--- src/rtl/dds_ctrl_pkg.sv ---
// dds_ctrl_pkg: opcodes, control-word field positions and profile record for the DDS profile controller
package dds_ctrl_pkg;
    typedef enum logic [3:0] {
        OP_SET_FREQ        = 4'h0,
        OP_SET_AMP_PHASE   = 4'h1,
        OP_SET_AMP_OFFSET  = 4'h2,
        OP_SET_TIME_OFFSET = 4'h3,
        OP_COMMIT          = 4'h4,
        OP_SET_RAMP        = 4'h5,
        OP_RAMP_START      = 4'h6,
        OP_RAMP_STOP       = 4'h7
    } opcode_e;
    typedef enum logic {IDLE, RAMP} ramp_state_e;
    localparam int OPCODE_MSB      = 63;
    localparam int OPCODE_LSB      = 60;
    localparam int PROFILE_MSB     = 57;
    localparam int PROFILE_LSB     = 56;
    localparam int FREQ_MSB        = 47;
    localparam int AMP_MSB         = 13;
    localparam int PHASE_MSB       = 29;
    localparam int PHASE_LSB       = 16;
    localparam int TIME_OFFSET_MSB = 55;
    localparam int RAMP_STEP_MSB   = 31;
    localparam int RAMP_STEP_LSB   = 0;
    localparam int RAMP_COUNT_MSB  = 47;
    localparam int RAMP_COUNT_LSB  = 32;
    typedef struct packed {
        logic [47:0] freq;
        logic [13:0] amp;
        logic [13:0] phase;
        logic [13:0] amp_offset;
    } profile_t;
endpackage

--- src/rtl/dds_freq_ramp.sv ---
// dds_freq_ramp: frequency accumulator with IDLE/RAMP linear ramp engine
module dds_freq_ramp
    import dds_ctrl_pkg::*;
#(
    parameter int FREQ_WIDTH = 48,
    parameter int RAMP_DIV   = 1
) (
    input  logic                  CLK100MHZ,
    input  logic                  reset_n,
    input  logic                  load,
    input  logic [FREQ_WIDTH-1:0] load_freq,
    input  logic                  start,
    input  logic                  stop,
    input  logic [31:0]           step,
    input  logic [15:0]           count,
    output logic [FREQ_WIDTH-1:0] freq,
    output logic                  busy,
    output logic                  done,
    output logic                  stepped
);
    localparam int DIV_W = RAMP_DIV > 1 ? $clog2(RAMP_DIV) : 1;
    ramp_state_e           state;
    logic [FREQ_WIDTH-1:0] run_step;
    logic [FREQ_WIDTH-1:0] step_ext;
    logic [15:0]           remaining;
    logic [DIV_W-1:0]      div;
    logic                  wrap;
    assign step_ext = FREQ_WIDTH'({{16{step[31]}}, step});
    assign wrap     = div == DIV_W'(RAMP_DIV - 1);
    assign busy     = state == RAMP;
    // load/stop take priority over a coincident ramp tick
    always_ff @(posedge CLK100MHZ or negedge reset_n) begin
        if (!reset_n) begin
            state     <= IDLE;
            freq      <= '0;
            run_step  <= '0;
            remaining <= '0;
            div       <= '0;
            done      <= 1'b0;
            stepped   <= 1'b0;
        end else begin
            done    <= 1'b0;
            stepped <= 1'b0;
            if (load) begin
                freq  <= load_freq;
                state <= IDLE;
            end else if (stop) begin
                state <= IDLE;
            end else if (start) begin
                run_step  <= step_ext;
                remaining <= count;
                div       <= '0;
                state     <= count == '0 ? IDLE : RAMP;
                done      <= count == '0;
            end else if (state == RAMP) begin
                if (wrap) begin
                    div       <= '0;
                    freq      <= freq + run_step;
                    remaining <= remaining - 1'b1;
                    stepped   <= 1'b1;
                    if (remaining == 16'd1) begin
                        state <= IDLE;
                        done  <= 1'b1;
                    end
                end else begin
                    div <= div + 1'b1;
                end
            end
        end
    end
endmodule

--- src/rtl/dds_profile_controller.sv ---
// dds_profile_controller: decodes timed control words into shadow profiles and commits them atomically to the DDS
module dds_profile_controller
    import dds_ctrl_pkg::*;
#(
    parameter int NUM_PROFILES      = 4,
    parameter int FREQ_WIDTH        = 48,
    parameter int AMP_WIDTH         = 14,
    parameter int PHASE_WIDTH       = 14,
    parameter int TIME_OFFSET_WIDTH = 64,
    parameter int RAMP_DIV          = 1
) (
    input  logic                         CLK100MHZ,
    input  logic                         reset_n,
    input  logic                         word_valid,
    input  logic [63:0]                  word_data,
    output logic [FREQ_WIDTH-1:0]        freq,
    output logic [AMP_WIDTH-1:0]         amp,
    output logic [PHASE_WIDTH-1:0]       phase,
    output logic [AMP_WIDTH-1:0]         amp_offset,
    output logic [TIME_OFFSET_WIDTH-1:0] time_offset,
    output logic [1:0]                   active_profile,
    output logic                         ramp_busy,
    output logic                         ramp_done,
    output logic                         update_strobe,
    output logic                         op_error
);
    logic [3:0]  op;
    logic [1:0]  prof;
    profile_t    shadow [4];
    logic [31:0] ramp_step;
    logic [15:0] ramp_count;
    logic        uses_prof;
    logic        bad;
    logic        ok;
    logic        upd_r;
    logic        stepped;
    logic        unused_bits;
    assign op          = word_data[OPCODE_MSB:OPCODE_LSB];
    assign prof        = word_data[PROFILE_MSB:PROFILE_LSB];
    assign unused_bits = ^word_data[59:58];
    assign uses_prof   = op <= OP_COMMIT && op != OP_SET_TIME_OFFSET;
    assign bad         = word_valid && (op > OP_RAMP_STOP || (uses_prof && int'(prof) >= NUM_PROFILES));
    assign ok          = word_valid && !bad;
    assign update_strobe = upd_r | stepped;
    dds_freq_ramp #(
        .FREQ_WIDTH(FREQ_WIDTH),
        .RAMP_DIV  (RAMP_DIV)
    ) u_ramp (
        .CLK100MHZ(CLK100MHZ),
        .reset_n  (reset_n),
        .load     (ok && op == OP_COMMIT),
        .load_freq(shadow[prof].freq[FREQ_WIDTH-1:0]),
        .start    (ok && op == OP_RAMP_START),
        .stop     (ok && op == OP_RAMP_STOP),
        .step     (ramp_step),
        .count    (ramp_count),
        .freq     (freq),
        .busy     (ramp_busy),
        .done     (ramp_done),
        .stepped  (stepped)
    );
    always_ff @(posedge CLK100MHZ or negedge reset_n) begin
        if (!reset_n) begin
            for (int i = 0; i < 4; i++) shadow[i] <= '0;
            amp            <= '0;
            phase          <= '0;
            amp_offset     <= '0;
            time_offset    <= '0;
            active_profile <= '0;
            ramp_step      <= '0;
            ramp_count     <= '0;
            upd_r          <= 1'b0;
            op_error       <= 1'b0;
        end else begin
            upd_r    <= ok && (op == OP_SET_TIME_OFFSET || op == OP_COMMIT);
            op_error <= bad;
            if (ok && op == OP_SET_FREQ)
                shadow[prof].freq <= word_data[FREQ_MSB:0];
            if (ok && op == OP_SET_AMP_PHASE) begin
                shadow[prof].amp   <= word_data[AMP_MSB:0];
                shadow[prof].phase <= word_data[PHASE_MSB:PHASE_LSB];
            end
            if (ok && op == OP_SET_AMP_OFFSET)
                shadow[prof].amp_offset <= word_data[AMP_MSB:0];
            if (ok && op == OP_SET_TIME_OFFSET)
                time_offset <= TIME_OFFSET_WIDTH'(word_data[TIME_OFFSET_MSB:0]);
            if (ok && op == OP_COMMIT) begin
                amp            <= shadow[prof].amp[AMP_WIDTH-1:0];
                phase          <= shadow[prof].phase[PHASE_WIDTH-1:0];
                amp_offset     <= shadow[prof].amp_offset[AMP_WIDTH-1:0];
                active_profile <= prof;
            end
            if (ok && op == OP_SET_RAMP) begin
                ramp_step  <= word_data[RAMP_STEP_MSB:RAMP_STEP_LSB];
                ramp_count <= word_data[RAMP_COUNT_MSB:RAMP_COUNT_LSB];
            end
        end
    end
endmodule

--- config.mk ---
export PLATFORM = sky130hd
export DESIGN_NAME = dds_profile_controller
export DESIGN_NICKNAME = d
export VERILOG_FILES = /design/src/rtl/dds_ctrl_pkg.sv /design/src/rtl/dds_freq_ramp.sv /design/src/rtl/dds_profile_controller.sv
export SDC_FILE = /design/constraint.sdc
export NUM_CORES = 1
export LEC_CHECK = 0
export ABC_AREA = 1
export ABC_CLOCK_PERIOD_IN_PS = 2100
export BUFFER_PORTS_ARGS = -buffer_cell sky130_fd_sc_hd__buf_4
export CORE_ASPECT_RATIO = 1.75
export CORE_MARGIN = 4
export CORE_UTILIZATION = 53
export CTS_CLUSTER_SIZE = 30
export DETAILED_ROUTE_END_ITERATION = 12
export HOLD_SLACK_MARGIN = 0.08
export PLACE_DENSITY = 0.74
export SLEW_MARGIN = 20
export SYNTH_ARGS = -nofsm -noshare
export SYNTH_HDL_FRONTEND = slang
export SYNTH_HIERARCHICAL = 1
export SYNTH_SLANG_ARGS = --single-unit
--- constraint.sdc ---
create_clock -name CLK100MHZ -period 2.1 [get_ports CLK100MHZ]
set_input_delay 0.42 -clock CLK100MHZ [delete_from_list [all_inputs] [get_ports CLK100MHZ]]
set_output_delay 0.42 -clock CLK100MHZ [all_outputs]
set_load 0.01 [all_outputs]
; Word-level counts from Yosys, hierarchy flattened
; Index checks and enable logic that the tools add are counted.
[word_totals]
ff_bits = 610
latch_bits = 0
ramBits = 0
rom_bits = 0
inputBits = 67
out_inout_bits = 160
word_cells = 123
memories = 0
[classes]
addsub = 3
n_mul = 0
div_mod_pow = 0
magnitude_cmp = 3
n_eq_ne = 12
shifts = 0
n_mux = 47
bitwise_logic = 4
reduce_logical = 22
[op_table]
columns = op, count
row1 = 360-bit bitwise mux, 4
row2 = 360-bit 2-to-1 mux, 3
row3 = 90-bit demux with 2-bit select, 4
row4 = 90-bit 2-to-1 mux, 3
row5 = 48-bit 2-to-1 mux, 5
row6 = 90-bit binary-select mux with 2-bit select, 1
row7 = 48-bit adder, 1
row8 = 16-bit 2-to-1 mux, 3
row9 = 42-bit 2-to-1 mux, 1
row10 = 28-bit 2-to-1 mux, 1
row11 = 1-bit 2-to-1 mux, 21
row12 = "16-bit by 1-bit == test with 1-bit output, second input constant", 1
row13 = "4-bit by 3-bit == test with 1-bit output, second input constant", 4
row14 = 16-bit zero test, 1
row15 = "16-bit by 1-bit subtractor with 16-bit output, second input constant", 1
row16 = 14-bit 2-to-1 mux, 1
row17 = 1-bit logical AND, 12
row18 = "4-bit by 2-bit == test with 1-bit output, second input constant", 2
row19 = "2-bit by 1-bit inequality test with 1-bit output, second input constant", 4
row20 = 4-bit AND reduction, 2
row21 = 3-bit AND reduction, 2
row22 = "4-bit by 1-bit == test with 1-bit output, second input constant", 1
row23 = "4-bit by 3-bit greater-than comparator with 1-bit output, second input constant", 1
row24 = 4-bit zero test, 1
row25 = 9 further kinds, 11

; Logic depth before layout (Yosys ltp)
; Gate-level depths: netlist of run 1.
[logic_depth]
depth_word = 12
ltp_mapped = 15
mapped_depth_nobuf = 15

; By module
; Netlist of run 1, hierarchy kept.
[by_module_without_submodules]
columns = module, instances, cells_per_inst, area_each_um2, seq_area_each_um2
row1 = dds_profile_controller, 1, 2911, 23153.5, 12762.2
row2 = dds_freq_ramp, 1, 1323, 8386.8, 2477.4

; Worst setup path after synthesis of run 1
; No wires, ideal clock.
[synth_timing]
kind = input port to flip-flop
from = input port word_data[60]
to = register u_ramp.remaining[5]
setup_ps = 121
arrival_time_ps = 2031
t_required_ps = 1979
path_slack_ps = -52
path_stages = 11
n_path_buf = 2
cell_sequence = nor2_2 -> nand2_1 -> clkinv_1 -> clkbuf_1 -> nor2_1 -> nand2_1 -> inv_1 -> nor2_4 -> inv_2 -> buf_4 -> a22o_1
[synth_between]
elab_chain_len = 7
word_cells_on_any_way = 16
cone_classes = 1 x order compare / 4 x eq/ne / 1 x mux / 2 x bitwise / 8 x reduce/logical
[synth_lines]
columns = element, line
row1 = "start, declared", dds_profile_controller.sv:15  ; input logic [63:0] word_data,
row2 = 4-bit by 3-bit greater-than comparator with 1-bit output, dds_profile_controller.sv:42  ; assign bad = word_valid && (op > OP_RAMP_STOP || (uses_prof && int'(prof) >= NUM_PROFILES));
row3 = 1-bit logical AND, dds_profile_controller.sv:42
row4 = 1-bit zero test, dds_profile_controller.sv:43  ; assign ok = word_valid && !bad;
row5 = 1-bit logical AND, dds_profile_controller.sv:43
row6 = "1-bit logical AND, on equally long branches", "dds_profile_controller.sv:53, dds_profile_controller.sv:51, dds_profile_controller.sv:54"
row7 = 2-bit by 1-bit inequality test with 1-bit output (no source line) (tied with other cells), n/a
row8 = 4-bit AND reduction (no source line), n/a
row9 = "end signal, assigned", dds_freq_ramp.sv:51  ; remaining <= count;
row10 = "end signal, assigned", dds_freq_ramp.sv:59  ; remaining <= remaining - 1'b1;
row11 = "end, declared", dds_freq_ramp.sv:25  ; logic [15:0] remaining;
; Several ways; a longest one is shown, not always the timed one.
; A chain may end at the register's enable or synchronous reset.

; Final worst setup path of run 1
[layout_timing]
from = register, netlist name u_ramp/run_step[31]
to = register u_ramp.freq[43]
[layout_between]
elab_chain_len = 6
[layout_lines]
columns = element, line
row1 = 48-bit adder, dds_freq_ramp.sv:58  ; freq <= freq + run_step;
row2 = 48-bit 2-to-1 mux, dds_freq_ramp.sv:56  ; if (wrap) begin
row3 = 48-bit 2-to-1 mux, dds_freq_ramp.sv:55  ; end else if (state == RAMP) begin
row4 = 48-bit 2-to-1 mux, dds_freq_ramp.sv:49  ; end else if (start) begin
row5 = 48-bit 2-to-1 mux, dds_freq_ramp.sv:47  ; end else if (stop) begin
row6 = 48-bit 2-to-1 mux, dds_freq_ramp.sv:44  ; if (load) begin
row7 = "end signal, assigned", dds_freq_ramp.sv:45  ; freq <= load_freq;
row8 = "end signal, assigned", dds_freq_ramp.sv:58
row9 = "end, declared", dds_freq_ramp.sv:16  ; output logic [FREQ_WIDTH-1:0] freq,
; Every way passes these cells. The select of a mux whose other input is x is not followed.

==> results.txt, run 1 <==
Core Area: 0.0591 mm²
min Tclk post-route: 2.22 ns
Worst-Margin Slew: 0.729 ns
first-pass GRT wire length: 167000 µm
hold path cells: 3
Die ar.: 0.0636 mm²
Synth Area per Inst: 7.45 µm²
P_leak: 21.2 nW
CTS Sinks: 609
post-place instance area: 0.0359 mm²
total congestion overflow: 0
per-cell routed wire length: 20.2 µm
Clock Path Buffers: 3
max_cap viols: 0
htree depth: 2
WS Path Type: flop to flop
post-route ant nets: 0
Worst Setup SP: u_ramp/run_step[31]$_DFFE_PN0P_
CP arrival: 2.77 ns
Hold Fails Final Rpt: 0
Fin Clk Skew: 0.0280 ns
Die Span Y: 331 µm
CTS Root Cell: clkbuf_16
Rows: 118
Critical Path Fanout Max: 8
pin count of the biggest net entering global routing: 134
reg2reg setup slack: -0.12 ns
Filler cells: 4959
Reg-to-Reg Start: u_ramp/run_step[31]$_DFFE_PN0P_
Die W: 192 µm
maximum VDD drop: 722 µV
Area Growth Syn to Fin: 25.4%
clock network power share: 0.276
GR Util All Layers: 0.335
reg2reg end: u_ramp/freq[43]$_DFFE_PN0P_
initial antenna violation count: 5
Hold WC Path Type: input port to flop
YS warnings: 6
Final Slew Violations: 0
post-synthesis cell count: 4234
detailed placement HPWL: 74500 µm
Total Wirelength: 109000 µm
Slew HR: 0.514
synth unique cells: 44
initial DRC count: 3105
P_sw: 14.0 mW
hold path endpoint: shadow[358]$_DFFE_PN0P_
multi-input logic area: 0.0154 mm²
Final setup violation count: 8
via count: 30900
drt first pass iters: 7
Critical Path RT: 2.65 ns
commonest non-fill, non-tap cell in the layout: nand2_1
Synth Cell Area: 0.0315 mm²
GPL Wtd Cong: 1.07
flop and latch count out of synthesis: 609
fmax: 451 MHz
internal power: 26.1 mW
Logic pwr share: 0.342
Clock transition at path regs: 0.08 ns
cts bufs inserted: 55
vias per std cell: 5.72
async set-reset flop share out of synthesis: 1.00
Setup TNS Final: -0.265 ns
CTS tree: built
Worst-Skew Late Latency: 0.63 ns
Seq. cell area: 0.0152 mm²
CP endpoint kind: flop
EDFF count, synth: 0
share of layout cells above drive strength 1: 0.207
DRC: 0
RSZ-0062 raised after global routing: true
Switching Fraction: 0.350
fin area: 0.0396 mm²
CP dominant cell by count: nand2_2
Ports: 227
Port-buffer cells: 216
failing checks: setup timing
CP top delay family: buffers and inverters
vias in the first global route: 30100
WHS: 0.0962 ns
CP bufs+invs: 5
worst path cell trace: clkbuf_16 -> ha_4 -> buf_4 -> nand2_2 -> nand2_2 -> inv_1 -> nand2_2 -> inv_1 -> nand2_2 -> a21oi_2 -> buf_4 -> nand4_1 -> nand3_2 -> nand2_1 -> nand2_1
Nets: 4685
Top FF cell, synth: dfrtp_1
Max stage delay on crit path: 0.50 ns
PD cells: 1020 mW/mm²
initial core utilization: 0.534
final period utilization: 1.06
sequential power share: 0.383
Setup WS post-layout: -0.120 ns
sequential element share of the synthesized area: 0.483
crit start category: flop
outcome: complete, but fails checks
Hold Crit Start: word_data[46]
slowest cell on the critical path: dfrtp_2
commonest non-fill, non-tap cells in the layout: nand2_1, dfrtp_1, buf_4, nand4_1, inv_1
worst r2r path cells: 15
per-stage QoR:
stage	power, mW	std cells	setup WS, ns	utilization
after floorplan	21.3	4241	0.0727	-
after global placement	26.9	5256	-0.211	0.608
after detailed placement	27.2	5256	-0.218	0.608
after CTS	38.8	5376	-0.0274	0.651
after global routing	42.1	5397	-0.211	0.670
final	40.2	5398	-0.120	0.670
worst register-to-register path: cells and delay by family, from the launching register on:
kind / cells / cell delay [ns]
DFF: 1 / 0.50
AOI/OAI and AO/OA: 1 / 0.16
buffers and inverters: 5 / 0.62
adders and majority gates: 1 / 0.27
and+or+nand+nor: 8 / 0.61
logic make-up after synthesis:
| logic type | count (synthesis) | share of synthesized area |
|---|---|---|
| xor gates and xnor gates | 17 | 0.00472 |
| and+or+nand+nor | 2695 | 0.365 |
| buffers and inverters | 565 | 0.0736 |
| adders and majority gates | 50 | 0.0201 |
| AOI/OAI and AO/OA | 297 | 0.0536 |
| DFF | 609 | 0.483 |
| other | 1 | 0.000119 |
timing repair:
action,CTS,global route
gates cloned,0,1
resized for setup,70,231
hold endpoints to repair,74,0
setup buffers,1,17
endpoints found under the setup margin,34,35
hold buffers,16,0
pin swaps,8,73
how the worst max path moves through the flow:
stage	slack (ns)	to	depth (start not counted)
final	-0.12	u_ramp/freq[43]$_DFFE_PN0P_	15
after global routing	-0.21	u_ramp/freq[43]$_DFFE_PN0P_	13
after CTS	-0.03	u_ramp/freq[43]$_DFFE_PN0P_	12
after detailed placement	-0.22	u_ramp/freq[34]$_DFFE_PN0P_	13
after global placement	-0.21	u_ramp/freq[34]$_DFFE_PN0P_	13
after floorplan	0.07	u_ramp/remaining[7]$_DFFE_PN0P_	15
state kept, by name, summed over array words and instances, names as in the netlist, 16 cells and up:
register	count
u_ramp/run_step	32
shadow	360
u_ramp/freq	48
u_ramp/remaining	16
ramp_step	32
ramp_count	16
time_offset	56
power groups by stage:
stage / combinational, mW / clock [mW] / sequential [mW]
after global placement: 11.7 / 0 / 15.3
after detailed placement: 11.9 / 0 / 15.3
after CTS: 12.4 / 11.2 / 15.2
after global routing: 14.9 / 11.6 / 15.6
final: 13.7 / 11.1 / 15.4
after floorplan: 5.90 / 0 / 15.4
layout make-up:
| cell class | count | share of cell area |
|---|---|---|
| inverters | 270 | 0.0258 |
| well taps | 780 | 0.0247 |
| flip-flops and latches | 609 | 0.385 |
| clock buffers | 76 | 0.0409 |
| diodes | 4 | 0.000253 |
| multi-input cells | 3067 | 0.390 |
| clock inverters | 27 | 0.00927 |
| repair buffers | 565 | 0.124 |
synth_stat cells, types with 10 or more instances:
cell type | n | share of area
a21oi_1 | 73 | 0.012
a22o_1 | 21 | 0.0058
buf_1 | 29 | 0.0035
buf_2 | 118 | 0.019
buf_4 | 14 | 0.0033
clkbuf_1 | 134 | 0.016
dfrtp_1 | 609 | 0.48
ha_1 | 49 | 0.019
inv_1 | 252 | 0.030
inv_2 | 14 | 0.0017
nand2_1 | 2019 | 0.24
nand2_2 | 16 | 0.0032
nand3_1 | 85 | 0.013
nand4_1 | 422 | 0.084
nor2_1 | 100 | 0.012
nor2_2 | 24 | 0.0048
o211ai_1 | 15 | 0.0036
o21ai_0 | 135 | 0.021
o21ai_1 | 24 | 0.0038
o21bai_1 | 10 | 0.0024
per-layer routing:
layer,routed length [µm],vias to the layer above,GRT usage
met3,7050,345,0.0498
li1,-,14300,-
met5,13,-,0
met4,7100,2,0.197
met1,40300,14900,0.398
met2,54800,1252,0.576
(Power assumes the default switching activity.)
==> inputs of run 2 (changes only) <==
Settings changed: ABC_CLOCK_PERIOD_IN_PS 2100 to not set, CORE_MARGIN 4 to not set, CORE_UTILIZATION 53 to 25, PLACE_DENSITY 0.74 to not set.
==> run 2 against run 1 <==
  * The flow still finishes with violations (setup timing)
  * Via count decreased by 0.42%
  * Die area increased by 100%
  * Sequential power is essentially flat
  * Global-route usage fell by 15 points
  * Core utilization down 34 points
  * Clock power is 5% higher
  * Sequential cell count unchanged
  * Largest power group unchanged
  * Highest routed layer unchanged
==> results.txt, run 2 (synthesized netlist as in run 1, its figures left out) <==
total congestion overflow: 0
P_sw: 14.7 mW
Critical Path Fanout Max: 5
Critical Path RT: 2.66 ns
Fin Clk Skew: 0.0370 ns
Logic pwr share: 0.349
htree depth: 2
max_cap viols: 0
cts bufs inserted: 59
Hold Fails Final Rpt: 0
GPL Wtd Cong: 1.01
crit start category: flop
Clock transition at path regs: 0.07 ns
GR Util All Layers: 0.190
Port-buffer cells: 216
CP endpoint kind: flop
commonest non-fill, non-tap cell in the layout: nand2_1
commonest non-fill, non-tap cells in the layout: nand2_1, dfrtp_1, buf_4, nand4_1, inv_1
fin area: 0.0419 mm²
CTS Root Cell: clkbuf_16
Largest Register: shadow
via count: 30700
CP arrival: 2.68 ns
CTS tree: built
Nets: 4800
post-place instance area: 0.0377 mm²
Area Growth Syn to Fin: 32.8%
Total Wirelength: 124000 µm
WS Path Type: flop to flop
pin count of the biggest net entering global routing: 97
CP bufs+invs: 2
Clock Path Buffers: 3
worst path cell trace: ha_4 -> nand2_2 -> inv_1 -> a21oi_4 -> nand3_4 -> buf_4 -> nand2_1 -> nand3_1 -> nand2_1 -> nand3_1 -> nand2_1 -> nand2_1
PD cells: 993 mW/mm²
slowest cell on the critical path: dfrtp_1
Setup WS post-layout: -0.0225 ns
first-pass GRT wire length: 186000 µm
per-cell routed wire length: 19.4 µm
initial core utilization: 0.252
CP top delay family: simple AND/OR/NAND/NOR gates
Hold WC Path Type: input port to flop
Switching Fraction: 0.354
Core Area: 0.125 mm²
initial DRC count: 2605
share of layout cells above drive strength 1: 0.229
min Tclk post-route: 2.12 ns
DRC: 0
clock network power share: 0.281
Rows: 172
Ports: 227
Largest regs: shadow x360, time_offset x56, u_ramp/freq x48
Die Span Y: 472 µm
Die W: 271 µm
vias in the first global route: 30300
Worst-Margin Slew: 0.776 ns
number of flip-flops under the largest register name: 360
WHS: 0.107 ns
Final Slew Violations: 0
internal power: 26.9 mW
Worst-Skew Late Latency: 0.67 ns
P_leak: 21.9 nW
CTS Sinks: 609
initial antenna violation count: 6
vias per std cell: 4.81
outcome: complete, but fails checks
Die ar.: 0.128 mm²
Place WS: -0.433 ns
drt first pass iters: 5
maximum VDD drop: 753 µV
CP dominant cell by count: nand2_1
failing checks: setup timing
Final setup violation count: 7
RSZ-0062 raised after global routing: true
Filler cells: 13200
sequential power share: 0.371
Slew HR: 0.483
fmax: 471 MHz
detailed placement HPWL: 87900 µm
post-route ant nets: 0
Max stage delay on crit path: 0.44 ns
final period utilization: 1.01
[run 2: timing repair]
action,CTS,global route
hold buffers,33,0
hold endpoints to repair,326,0
gates cloned,0,1
pin swaps,23,85
buffers inserted,6,16
gates resized for setup,106,242
endpoints found under the setup margin,31,35
[run 2: metal layers]
metal,routed length (µm),vias to the layer above,GRT usage
li1,-,14500,-
met1,47000,14900,0.215
met2,62500,988,0.337
met3,6520,274,0.0281
met4,7820,8,0.107
met5,46,-,0
[run 2: path summary, 6_finish.rpt]
check / depth (start not counted) / to / slack [ns] / from
worst max-delay path: 12 / u_ramp/freq[43]$_DFFE_PN0P_ / -0.02 / u_ramp/run_step[10]$_DFFE_PN0P_
worst min-delay path: 3 / shadow[244]$_DFFE_PN0P_ / 0.11 / word_data[22]
worst max register to register: 12 / u_ramp/freq[43]$_DFFE_PN0P_ / -0.02 / u_ramp/run_step[10]$_DFFE_PN0P_
worst min register to register: 2 / u_ramp/run_step[26]$_DFFE_PN0P_ / 0.47 / ramp_step[26]$_DFFE_PN0P_
max in group asynchronous: 3 / shadow[331]$_DFFE_PN0P_ / 1.02 / reset_n
min in group asynchronous: 2 / shadow[301]$_DFFE_PN0P_ / 0.21 / reset_n
[run 2: power by group through the flow]
stage               logic, mW  registers [mW]  clock network (mW)
floorplan                5.90            15.4                   0
global placement         12.5            15.3                   0
detailed placement       12.7            15.4                   0
CTS                      13.2            15.3                11.9
global route             15.8            15.6                12.3
finish                   14.5            15.4                11.7
[run 2: metrics by stage]
stage | instances | utilization | power, mW | TNS, ns
after floorplan | 4241 | - | 21.3 | 0
after global placement | 6220 | 0.301 | 27.9 | -6.48
after detailed placement | 6220 | 0.301 | 28.1 | -11.32
after CTS | 6368 | 0.325 | 40.4 | -0.126
after global routing | 6385 | 0.334 | 43.8 | -1.83
final | 6386 | 0.334 | 41.6 | -0.0699
[run 2: worst min-delay path: stages]
cell	delay, ns
buf_4	0.17
nand4_1	0.09
nand2_1	0.05
[run 2: layout make-up]
type | count | area (µm²) | area share
antenna | 2 | 5.00 | 0.000119
clock buffer | 79 | 1660 | 0.0397
clock inverter | 30 | 432 | 0.0103
inverter | 270 | 1020 | 0.0244
multi-input combinational | 3067 | 15600 | 0.373
sequential | 609 | 15300 | 0.364
tap | 1653 | 2070 | 0.0494
timing repair buffer | 676 | 5830 | 0.139
